`config.mk`:
```
export PLATFORM = sky130hd
export DESIGN_NAME = rptr_empty_fwft
export DESIGN_NICKNAME = d
export VERILOG_FILES = /design/src/rtl/fifo_pkg.sv /design/src/rtl/fwft_skid_buf.sv /design/src/rtl/rptr_empty_fwft.sv
export SDC_FILE = /design/constraint.sdc
export NUM_CORES = 1
export LEC_CHECK = 0
export CORE_MARGIN = 2
export CORE_UTILIZATION = 25
export CTS_BUF_LIST = sky130_fd_sc_hd__clkbuf_4 sky130_fd_sc_hd__clkbuf_8 sky130_fd_sc_hd__clkbuf_16
export DETAILED_ROUTE_END_ITERATION = 7
export GPL_TIMING_DRIVEN = 0
export PLACE_DENSITY = 0.45
export SLEW_MARGIN = 10
export SYNTH_ARGS = -nofsm -noshare
export SYNTH_HDL_FRONTEND = slang
export SYNTH_SLANG_ARGS = --single-unit
```
`constraint.sdc`:
```
create_clock -name rclk -period 3.4 [get_ports rclk]
set_input_delay 0.34 -clock rclk [delete_from_list [all_inputs] [get_ports rclk]]
set_output_delay 0.34 -clock rclk [all_outputs]
set_load 0.03 [all_outputs]
```
`src/rtl/fifo_pkg.sv`:
```
// Shared dual-clock FIFO helpers: Gray/binary conversion and default widths.
// Used by both the read-side and write-side pointer controllers.
package fifo_pkg;

    localparam int unsigned FIFO_ADDR_WIDTH = 3;
    localparam int unsigned FIFO_DATA_WIDTH = 8;

    // Binary to reflected Gray; callers zero-extend narrower pointers.
    function automatic logic [31:0] bin2gray(input logic [31:0] b);
        return b ^ (b >> 1);
    endfunction

    // Reflected Gray to binary; leading zero bits leave the result unaffected.
    function automatic logic [31:0] gray2bin(input logic [31:0] g);
        logic [31:0] b;
        b = g;
        for (int i = 1; i < 32; i++) begin
            b = b ^ (g >> i);
        end
        return b;
    endfunction

endpackage

```
`src/rtl/fwft_skid_buf.sv`:
```
// Two-entry first-word-fall-through buffer: dout is always the oldest word.
// The producer guarantees it never pushes into a full buffer without a pop.
module fwft_skid_buf #(
    parameter int unsigned DATA_WIDTH = 8
) (
    input  logic                  clk,
    input  logic                  rst,
    input  logic                  push,
    input  logic [DATA_WIDTH-1:0] push_data,
    input  logic                  pop,
    output logic [1:0]            count,
    output logic [DATA_WIDTH-1:0] dout,
    output logic                  dout_valid
);

    logic [DATA_WIDTH-1:0] tail;
    logic                  do_pop;

    // A pop is only meaningful while a word is presented.
    assign do_pop = pop & dout_valid;

    // Head/tail storage with simultaneous push and pop keeping occupancy.
    always_ff @(posedge clk or posedge rst) begin
        if (rst) begin
            count      <= 2'd0;
            dout       <= '0;
            tail       <= '0;
            dout_valid <= 1'b0;
        end else begin
            case ({push, do_pop})
                2'b10: begin
                    if (count == 2'd0) begin
                        dout <= push_data;
                    end else if (count == 2'd1) begin
                        tail <= push_data;
                    end
                    if (count != 2'd2) begin
                        count <= count + 2'd1;
                    end
                    dout_valid <= 1'b1;
                end
                2'b01: begin
                    dout       <= tail;
                    tail       <= '0;
                    count      <= count - 2'd1;
                    dout_valid <= (count == 2'd2);
                end
                2'b11: begin
                    if (count == 2'd2) begin
                        dout <= tail;
                        tail <= push_data;
                    end else begin
                        dout <= push_data;
                    end
                end
                default: begin
                end
            endcase
        end
    end

endmodule

```
`src/rtl/rptr_empty_fwft.sv`:
```
// Read-side controller of the dual-clock FIFO: binary/Gray read pointer,
// registered empty flag, synchronous-read memory port and a FWFT output
// backed by a 2-entry skid buffer.
// Optional macro RPTR_RLEVEL_EN adds the rlevel / almost_empty outputs.
module rptr_empty_fwft
    import fifo_pkg::*;
#(
    parameter int unsigned ADDR_WIDTH = FIFO_ADDR_WIDTH,
    parameter int unsigned DATA_WIDTH = FIFO_DATA_WIDTH
`ifdef RPTR_RLEVEL_EN
    ,
    parameter int unsigned ALMOST_EMPTY_THRESH = 2
`endif
) (
    input  logic                  rclk,
    input  logic                  rst,
    input  logic [ADDR_WIDTH:0]   wptr_sync,
    output logic [ADDR_WIDTH:0]   rptr,
    output logic [ADDR_WIDTH-1:0] raddr,
    output logic                  rden,
    input  logic [DATA_WIDTH-1:0] mem_rdata,
    output logic                  empty,
    output logic [DATA_WIDTH-1:0] dout,
    output logic                  dout_valid,
    input  logic                  dout_ready
`ifdef RPTR_RLEVEL_EN
    ,
    output logic [ADDR_WIDTH:0]   rlevel,
    output logic                  almost_empty
`endif
);

    localparam int unsigned PW = ADDR_WIDTH + 1;

    logic [ADDR_WIDTH:0] rbin;
    logic [ADDR_WIDTH:0] rbin_next;
    logic [ADDR_WIDTH:0] rgray_next;
    logic                inflight;
    logic [1:0]          buf_count;
    logic [1:0]          credit;
    logic [1:0]          credit_after_pop;
    logic                pop;

    // Credit = words already buffered plus the word whose read is in flight.
    assign pop              = dout_valid & dout_ready;
    assign credit           = buf_count + {1'b0, inflight};
    assign credit_after_pop = credit - {1'b0, pop};

    // Issue a read only when storage holds data and the buffer has room for it.
    assign rden       = ~empty & (credit_after_pop < 2'd2);
    assign rbin_next  = rbin + PW'(rden);
    assign rgray_next = PW'(bin2gray(32'(rbin_next)));
    assign raddr      = rbin[ADDR_WIDTH-1:0];

    // Pointer, empty flag and in-flight marker; wptr_sync is only compared.
    always_ff @(posedge rclk or posedge rst) begin
        if (rst) begin
            rbin     <= '0;
            rptr     <= '0;
            empty    <= 1'b1;
            inflight <= 1'b0;
        end else begin
            rbin     <= rbin_next;
            rptr     <= rgray_next;
            empty    <= (rgray_next == wptr_sync);
            inflight <= rden;
        end
    end

    // Memory data lands one clock after rden and is captured by the buffer.
    fwft_skid_buf #(
        .DATA_WIDTH (DATA_WIDTH)
    ) u_skid (
        .clk        (rclk),
        .rst        (rst),
        .push       (inflight),
        .push_data  (mem_rdata),
        .pop        (pop),
        .count      (buf_count),
        .dout       (dout),
        .dout_valid (dout_valid)
    );

`ifdef RPTR_RLEVEL_EN
    logic [ADDR_WIDTH:0] wbin_sync;
    logic [ADDR_WIDTH:0] level_next;

    assign wbin_sync  = PW'(gray2bin(32'(wptr_sync)));
    assign level_next = wbin_sync - rbin_next;

    // Storage occupancy as seen after this cycle's read, modulo pointer range.
    always_ff @(posedge rclk or posedge rst) begin
        if (rst) begin
            rlevel       <= '0;
            almost_empty <= 1'b1;
        end else begin
            rlevel       <= level_next;
            almost_empty <= (32'(level_next) <= ALMOST_EMPTY_THRESH);
        end
    end
`endif

endmodule

```
## After elaboration in Yosys (flattened, before gate mapping)

Cells that the tools add are included.
W data, S select, Z words.

| operators by class | value |
|---|---|
| add/subtract/negate cells | 5 |
| $lt $le $gt $ge | 1 |
| equality and inequality tests | 12 |
| muxes and demuxes | 10 |
| bitwise operators | 5 |
| reduce and logical (&&, ||, !) cells | 6 |

Operators with widths:

| operator | count |
|---|---|
| $pmux W8 S3 | 2 |
| $mux W8 | 5 |
| $ne A2 B1 Y1 const B | 4 |
| $eq A2 B2 Y1 const B | 3 |
| $add A4 B1 Y4 | 1 |
| $eq A2 B1 Y1 const B | 2 |
| $eq A4 B4 Y1 | 1 |
| $ne A2 B2 Y1 const B | 2 |
| $pmux W2 S2 | 1 |
| $reduce_and A2 Y1 | 2 |
| $reduce_and A4 Y1 | 1 |
| $xor A4 B3 Y4 | 1 |
| $and A1 B1 Y1 | 3 |
| $reduce_bool A3 Y1 | 1 |
| $add A2 B1 Y2 | 1 |
| $add A2 B1 Y2 const B | 1 |
| $logic_not A2 Y1 | 1 |
| $lt A2 B2 Y1 const B | 1 |
| $mux W2 | 1 |
| $pmux W1 S2 | 1 |
| $reduce_bool A2 Y1 | 1 |
| $sub A2 B1 Y2 | 1 |
| $sub A2 B1 Y2 const B | 1 |
| $not A1 Y1 | 1 |

| storage, ports and cells | value |
|---|---|
| register bits after elaboration | 29 |
| bits of input ports | 15 |
| output and inout bits | 18 |
| logic and storage cells | 47 |

## Longest topological paths before layout

Gate-level depths: netlist of the first run.

| logic depth | value |
|---|---|
| depth after elaboration | 7 |
| mapped depth | 12 |
| depth with buffers taken out | 12 |

## Cells and area by module

Synthesis of the first run repeated with hierarchy kept, for this count alone.

| unflattened totals | value |
|---|---|
| cells, all modules | 140 |
| area total of the unflattened synthesis | 1672.9 sq um |

By module, submodules not included:

| module | instances | cells an instance | area an instance (sq um) | seq. area each (sq um) |
|---|---|---|---|---|
| fwft_skid_buf | 1 | 95 | 1138.6 | 475.5 |
| rptr_empty_fwft | 1 | 45 | 534.3 | 226.5 |

## Worst setup path before layout of the first run

Ideal clock, no wire load.

| timing | value |
|---|---|
| path kind | flip-flop to flip-flop |
| start | register u_skid.dout_valid |
| end | register empty |
| setup time | 0.077 ns |
| arrival | 3.271 ns |
| required time | 3.323 ns |
| setup slack | 0.052 ns |
| stages on the path, launching flop included | 13 |
| path buffers | 0 |
| clock period less this slack | 3.348 ns |
| cells stage by stage | dfrtp_1 -> nand2_1 -> inv_1 -> ha_1 -> nor2_1 -> xnor2_1 -> nor2_1 -> ha_1 -> ha_1 -> xnor2_1 -> xnor3_1 -> or4_1 -> a31oi_1 |

| between the ends | value |
|---|---|
| longest elaborated chain between the ends | 7 |

Ends and longest elaborated chain:

| element | RTL line | text |
|---|---|---|
| from (decl) | fwft_skid_buf.sv:13 | `output logic dout_valid` |
| from (signal assigned) | fwft_skid_buf.sv:46 | `dout_valid <= (count == 2'd2);` |
| $and A1 B1 Y1 | rptr_empty_fwft.sv:45 | `assign pop = dout_valid & dout_ready;` |
| $sub A2 B1 Y2 | rptr_empty_fwft.sv:47 | `assign credit_after_pop = credit - {1'b0, pop};` |
| $lt A2 B2 Y1 | rptr_empty_fwft.sv:50 | `assign rden = ~empty & (credit_after_pop < 2'd2);` |
| $and A1 B1 Y1 | rptr_empty_fwft.sv:50 |  |
| via rden | rptr_empty_fwft.sv:20 | `output logic rden,` |
| $add A4 B1 Y4 | rptr_empty_fwft.sv:51 | `assign rbin_next = rbin + PW'(rden);` |
| $xor A4 B3 Y4 | fifo_pkg.sv:10 | `return b ^ (b >> 1);` |
| $eq A4 B4 Y1 | rptr_empty_fwft.sv:65 | `empty <= (rgray_next == wptr_sync);` |
| to (signal assigned) | rptr_empty_fwft.sv:65 |  |
| to (decl) | rptr_empty_fwft.sv:22 | `output logic empty,` |

The timed path passes the listed nets, and every way through them passes these cells.
A chain may end at the register's enable or synchronous reset.

## Worst setup path in the final report of the first run

| timing | value |
|---|---|
| start | input port dout_ready |
| end | register empty |

| between the ends | value |
|---|---|
| longest elaborated chain between the ends | 7 |

Ends and longest elaborated chain:

| element | RTL line | text |
|---|---|---|
| from (decl) | rptr_empty_fwft.sv:25 | `input logic dout_ready` |
| $and A1 B1 Y1 | rptr_empty_fwft.sv:45 |  |
| $sub A2 B1 Y2 | rptr_empty_fwft.sv:47 |  |
| $lt A2 B2 Y1 | rptr_empty_fwft.sv:50 |  |
| $and A1 B1 Y1 | rptr_empty_fwft.sv:50 |  |
| $add A4 B1 Y4 | rptr_empty_fwft.sv:51 |  |
| via rbin_next[1] | rptr_empty_fwft.sv:36 | `logic [ADDR_WIDTH:0] rbin_next;` |
| $xor A4 B3 Y4 | fifo_pkg.sv:10 |  |
| via rgray_next[0] | rptr_empty_fwft.sv:37 | `logic [ADDR_WIDTH:0] rgray_next;` |
| $eq A4 B4 Y1 | rptr_empty_fwft.sv:65 |  |

The timed path passes the listed nets, and every way through them passes these cells.

==> out/summary.txt, run 1 <==
worst-path fanout max - 7
drt pass-1 iters - 4
Initial DRC Count - 23
area occupied by multi-input gates - 776 µm²
Num CTS Buffers - 3
syn_area_per_cell - 10.6 µm²
Post-CTS Repair Setup Buffers - 0
power density over cell area - 1160 nW/µm²
clk root buf - clkbuf_8
filler instances - 603
Skew-Pair Late Insertion Delay - 270 ps
Buffers on Ports - 31
final period utilization - 0.913
Max Freq - 0.322 GHz
crit-path max cell delay - 500 ps
drt total wl - 3.33 mm
Netlist Area Pre-Place - 1520 µm²
hold-fix buffers at CTS - 0
CTS HTree Levels - 1
met3 routed WL - 176 µm
vias in the first global route - 1181
total number of vias - 1176
maximum number of pins on one net before global-route repair - 29
initial core utilization - 0.257
Met2 Wirelength - 1.60 mm
area growth from synthesis to layout - 31.6%
Hold Crit Class - input port to async pin
Max-slew headroom - 0.319
most common cell after layout, fill and taps aside - clkdlybuf4s50_1
Final Hold Viols - 0
Via density - 4.63
met1 wire length - 1.51 mm
remaining global-route overflow - 0
max-cap violation count - 0
Total Nets Final - 205
die area - 6730 µm²
Die Span Y - 82.0 µm
layout cells sized above 1 - 0.0615
DP Area - 1930 µm²
r2r setup slk - 350 ps
leakage power - 0.838 nW
Final Max Tran Viols - 0
syn_nets - 169
most frequent cells in the layout - clkdlybuf4s50_1, dfrtp_1, nor2_1
final core utilization - 0.338
# rows - 28
fin area - 2000 µm²
Antenna Cells - 0
CP endpoint kind - flop
Final HPWL DP - 2.49 mm
post-synth top area share - 0.444
Worst Path Buf+Inv - 2
Detail Route Antenna Nets - 0
synthesis-stage register bit count - 28
Req. time, crit path - 3590 ps
RSZ-0062 raised after global routing - no
Top delay family on crit path - simple AND/OR/NAND/NOR gates
DRC Markers - 0
Reg clk slew, reported paths - 100 ps
Worst-Margin Slew - 1010 ps
CP cell instances - clkdlybuf4s50_1 > nand2_1 > inv_1 > ha_1 > nor2_1 > xnor2_1 > nor2_1 > ha_2 > ha_2 > xor2_1 > xor2_1 > or4_1 > a31oi_1
Yosys warnings - 0
peak supply drop - 0.379 mV
Worst EP arrival - 3290 ps
uppermost routed layer - met4
CTS tree - built
cell count after synthesis - 144
first-pass GRT wire length - 5.58 mm
Design Power - 0.00233 W
sequential-to-total area share from yosys stat - 0.461
# clock sinks - 28
Boundary Pins - 33
Setup Skew - 4.10 ps
# setup viols final - 0
Setup Crit Path Kind - input port to flop
initial antenna violation count - 0
dominant cells by area after synthesis - dfrtp_1, ha_1, mux2_1
gr usage total - 0.108
Wirelength per Cell - 13.1 µm
Netlist cell types - 34
minimum clock period - 3100 ps
CP startpoint kind - input port
chip width - 82.0 µm
Core Region - 5920 µm²
Clock Tree Buf Depth - 2
status - complete, no violations
post-synth top area cell - dfrtp_1
Routability Congestion - 0.767
Register Area - 702 µm²
CP max-delay cell - or4_1
==> cells in the mapped netlist, drive strengths merged <==
library cell	number
a211oi	2
a21o	1
a21oi	9
a221oi	1
a22oi	8
a311oi	2
a31oi	3
and2b	1
and3	1
buf	1
clkbuf	3
dfrtp	27
dfstp	1
ha	10
inv	9
mux2	8
mux2i	2
nand2	6
nand2b	2
nand3	2
nand3b	1
nor2	13
nor2b	10
nor3	2
o21ai	4
o22ai	1
o2bb2ai	2
or4	1
xnor2	7
xnor3	1
xor2	3
==> registers in the layout, indices dropped and copies added (netlist names) <==
signal and count:
inflight 1, rptr 3, empty 1, u_skid.count 2, u_skid.tail 8, u_skid.dout 8, u_skid.dout_valid 1, rbin 4
==> metal layers <==
| metal | track usage | vias up |
|---|---|---|
| met5 | 0 | - |
| met4 | 0.0450 | 0 |
| met3 | 0.0187 | 2 |
| met2 | 0.187 | 41 |
| met1 | 0.133 | 564 |
| li1 | - | 569 |
==> stage by stage <==
step | instances | setup TNS (ps) | hold WS (ps) | setup WS [ps]
final | 254 | 0 | 480 | 297
after global routing | 254 | 0 | 525 | 53.8
after CTS | 254 | 0 | 499 | 143
after detailed placement | 250 | -144 | 476 | -144
after global placement | 250 | -104 | 468 | -104
after floorplan | 144 | 0 | 405 | 51.7
==> cells by family (layout without fill, tap and decap cells) <==
group,count (synthesis),count (layout),share of synthesized area
mux,10,10,0.0723
simple gates,39,39,0.128
flops,28,28,0.461
fa+ha+maj,10,10,0.0822
compound gates,33,33,0.146
buf+inv,13,48,0.0329
xor+xnor,11,11,0.0772
==> where the power goes <==
part / internal [W] / leakage, nW / switching (W)
registers: 0.000515 / 0.326 / 0.000114
logic: 0.000644 / 0.477 / 0.000798
clock network: 0.000158 / 0.0357 / 0.000103
==> worst reg2reg max path, stage by stage (launching register included) <==
cell,delay [ps]
dfrtp_1,410
nand2_1,110
inv_1,90
ha_1,200
xnor2_1,180
xnor2_1,100
nor2_1,180
ha_2,310
ha_2,330
xor2_1,190
xor2_1,150
or4_1,500
a31oi_1,210
==> path summary, 6_finish.rpt <==
kind                                          startpoint                    endpoint  depth (start not counted)
max in group asynchronous                            rst  u_skid.tail[5]$_DFFE_PP0P_                          2
min in group rclk             u_skid.tail[7]$_DFFE_PP0P_  u_skid.tail[7]$_DFFE_PP0P_                          1
min reg2reg                   u_skid.tail[7]$_DFFE_PP0P_  u_skid.tail[7]$_DFFE_PP0P_                          1
min                                                  rst           rbin[3]$_DFF_PP0_                          2
max                                           dout_ready             empty$_DFF_PP1_                         13
max reg2reg                u_skid.dout_valid$_DFFE_PP0P_             empty$_DFF_PP1_                         12
==> timing repair <==
item / CTS / global route
resized for setup: 0 / 2
endpoints found under the hold margin: 0 / 0
endpoints found under the setup margin: 0 / 1
==> final cells by class <==
type                       instances  area share
timing repair buffer              31       0.155
buffer                             4     0.00812
clock buffer                       3      0.0206
clock inverter                     1      0.0150
tap                               75      0.0468
sequential                        28       0.350
multi-input combinational        103       0.387
inverter                           9      0.0169
Note: power is estimated with default switching activity, not from simulation.
==> run 2, diff against run 1 <==
Settings changed: CORE_MARGIN 2 to unset, CORE_UTILIZATION 25 to 34, PLACE_DENSITY 0.45 to 0.68.
==> out/summary.txt, run 2 (synthesis gave the netlist of run 1 again) <==
status - complete, no violations (unchanged)
chip width - 68.9 µm (was 82.0 µm)
worst hold margin - 498 ps (was 480 ps)
drt pass-1 iters - 4 (unchanged)
Via density - 5.11 (was 4.63)
dpl cells - 225 (was 250)
Worst EP arrival - 3310 ps (was 3290 ps)
final period utilization - 0.910 (was 0.913)
CP startpoint kind - input port (unchanged)
DRC Markers - 0 (unchanged)
Clock Tree Buf Depth - 2 (unchanged)
Reg clk slew, reported paths - 100 ps (about the same)
Routability Congestion - 0.746 (was 0.767)
Total Nets Final - 205 (unchanged)
Core Region - 4140 µm² (was 5920 µm²)
minimum clock period - 3090 ps (was 3100 ps)
CP endpoint kind - flop (unchanged)
Max-slew headroom - 0.320 (was 0.319)
Die Span Y - 68.9 µm (was 82.0 µm)
gr usage total - 0.145 (was 0.108)
Hold Crit Class - flop to flop (was input port to async pin)
maximum number of pins on one net before global-route repair - 29 (unchanged)
Detail Route Antenna Nets - 0 (unchanged)
crit-path max cell delay - 420 ps (was 500 ps)
Final Max Tran Viols - 0 (unchanged)
initial antenna violation count - 0 (unchanged)
Initial DRC Count - 37 (was 23)
most common cell after layout, fill and taps aside - clkdlybuf4s50_1 (unchanged)
remaining global-route overflow - 0 (unchanged)
total number of vias - 1171 (was 1176)
Final HPWL DP - 2.28 mm (was 2.49 mm)
layout cells sized above 1 - 0.0615 (unchanged)
vias in the first global route - 1161 (was 1181)
leakage power - 0.842 nW (was 0.838 nW)
die area - 4750 µm² (was 6730 µm²)
first-pass GRT wire length - 5.09 mm (was 5.58 mm)
clk root buf - clkbuf_8 (unchanged)
Top delay family on crit path - adder cells (was simple AND/OR/NAND/NOR gates)
Num CTS Buffers - 3 (unchanged)
Antenna Cells - 0 (unchanged)
Setup Crit Path Kind - input port to flop (unchanged)
Buffers on Ports - 31 (unchanged)
initial core utilization - 0.367 (was 0.257)
RSZ-0062 raised after global routing - no (unchanged)
Req. time, crit path - 3610 ps (was 3590 ps)
CP max-delay cell - clkdlybuf4s50_1 (was or4_1)
Boundary Pins - 33 (unchanged)
# clock sinks - 28 (unchanged)
Wirelength per Cell - 13.4 µm (was 13.1 µm)
drt total wl - 3.08 mm (was 3.33 mm)
CP cell instances - clkdlybuf4s50_1 > nand2_1 > inv_1 > ha_1 > xnor2_1 > xnor2_1 > nor2_1 > ha_2 > ha_2 > xnor2_1 > xnor3_1 > or4_1 > a31oi_1 (was clkdlybuf4s50_1 > nand2_1 > inv_1 > ha_1 > nor2_1 > xnor2_1 > nor2_1 > ha_2 > ha_2 > xor2_1 > xor2_1 > or4_1 > a31oi_1)
Final Hold Viols - 0 (unchanged)
filler instances - 380 (was 603)
CTS tree - built (unchanged)
# setup viols final - 0 (unchanged)
Worst-Margin Slew - 1020 ps (was 1010 ps)
# rows - 23 (was 28)
final cell count without fillers - 229 (was 254)
CP most frequent cell - xnor2_1
area growth from synthesis to layout - 29.5% (was 31.6%)
peak supply drop - 0.984 mV (was 0.379 mV)
CTS HTree Levels - 1 (unchanged)
Worst Path Buf+Inv - 2 (unchanged)
worst-path fanout max - 7 (unchanged)
most frequent cells in the layout - clkdlybuf4s50_1, dfrtp_1, nor2_1 (unchanged)
max-cap violation count - 0 (unchanged)
Max Freq - 0.323 GHz (was 0.322 GHz)
hold-fix buffers at CTS - 0 (unchanged)
Design Power - 0.00233 W (about the same)
final core utilization - 0.476 (was 0.338)
biggest regs - u_skid.dout x8, u_skid.tail x8, rbin x4 (unchanged)
Setup Skew - 3.51 ps (was 4.10 ps)
Skew-Pair Late Insertion Delay - 280 ps (was 270 ps)
power density over cell area - 1180 nW/µm² (was 1160 nW/µm²)
## run 2: routing by layer
metal,wire length [µm],global-route usage,up-vias
li1,-,-,572
met1,1490,0.183,557
met2,1420,0.250,37
met3,110,0.0247,5
met4,51,0.0459,0
met5,0,0,-
## run 2: layout make-up
| cell class | count | area, µm² | area share |
|---|---|---|---|
| clock buffer | 3 | 41.3 | 0.0209 |
| clock inverter | 1 | 30.0 | 0.0152 |
| sequential | 28 | 702 | 0.356 |
| inverter | 9 | 33.8 | 0.0171 |
| buffer | 4 | 16.3 | 0.00825 |
| multi-input combinational | 103 | 776 | 0.393 |
| tap | 50 | 62.6 | 0.0317 |
| timing repair buffer | 31 | 310 | 0.157 |
## run 2: path summary, 6_finish.rpt
path / from / end / slack [ps] / depth (start not counted)
setup / recovery: dout_ready / empty$_DFF_PP1_ / 310 / 13
hold / removal: u_skid.tail[3]$_DFFE_PP0P_ / u_skid.tail[3]$_DFFE_PP0P_ / 500 / 1
setup reg to reg: u_skid.dout_valid$_DFFE_PP0P_ / empty$_DFF_PP1_ / 390 / 12
hold reg to reg: u_skid.tail[3]$_DFFE_PP0P_ / u_skid.tail[3]$_DFFE_PP0P_ / 500 / 1
max in group asynchronous: rst / u_skid.dout[6]$_DFFE_PP0P_ / 2190 / 2
min in group asynchronous: rst / u_skid.tail[1]$_DFFE_PP0P_ / 600 / 2
## run 2: power by group
part	total [W]	switching (W)	leakage [nW]	internal, W
registers	0.000623	0.000108	0.326	0.000515
logic	0.00145	0.000799	0.480	0.000647
clock network	0.000264	0.000107	0.0357	0.000158
## run 2: worst register-to-register path: cells and delay by family, from the launching register on
family | cells | cell delay [ps]
AO/OA/AOI/OAI | 1 | 150
XOR/XNOR | 4 | 770
adder cells (fa/ha/maj) | 3 | 800
buffers and inverters | 1 | 90
flip-flops | 1 | 410
AND/OR/NAND/NOR | 3 | 740
## run 2: stage by stage
step,TNS (ps),setup slack [ps],cell area (µm²)
after floorplan,0,51.7,1520
after global placement,-74.3,-74.3,1900
after detailed placement,-135,-135,1900
after CTS,0,146,1970
after global routing,0,83.5,1970
final,0,306,1970
## run 2: what timing repair did
| item | 4_1_cts | 5_1_grt |
|---|---|---|
| setup buffers | 0 | 0 |
| gates resized for setup | 0 | 2 |
| setup endpoints to repair | 0 | 1 |
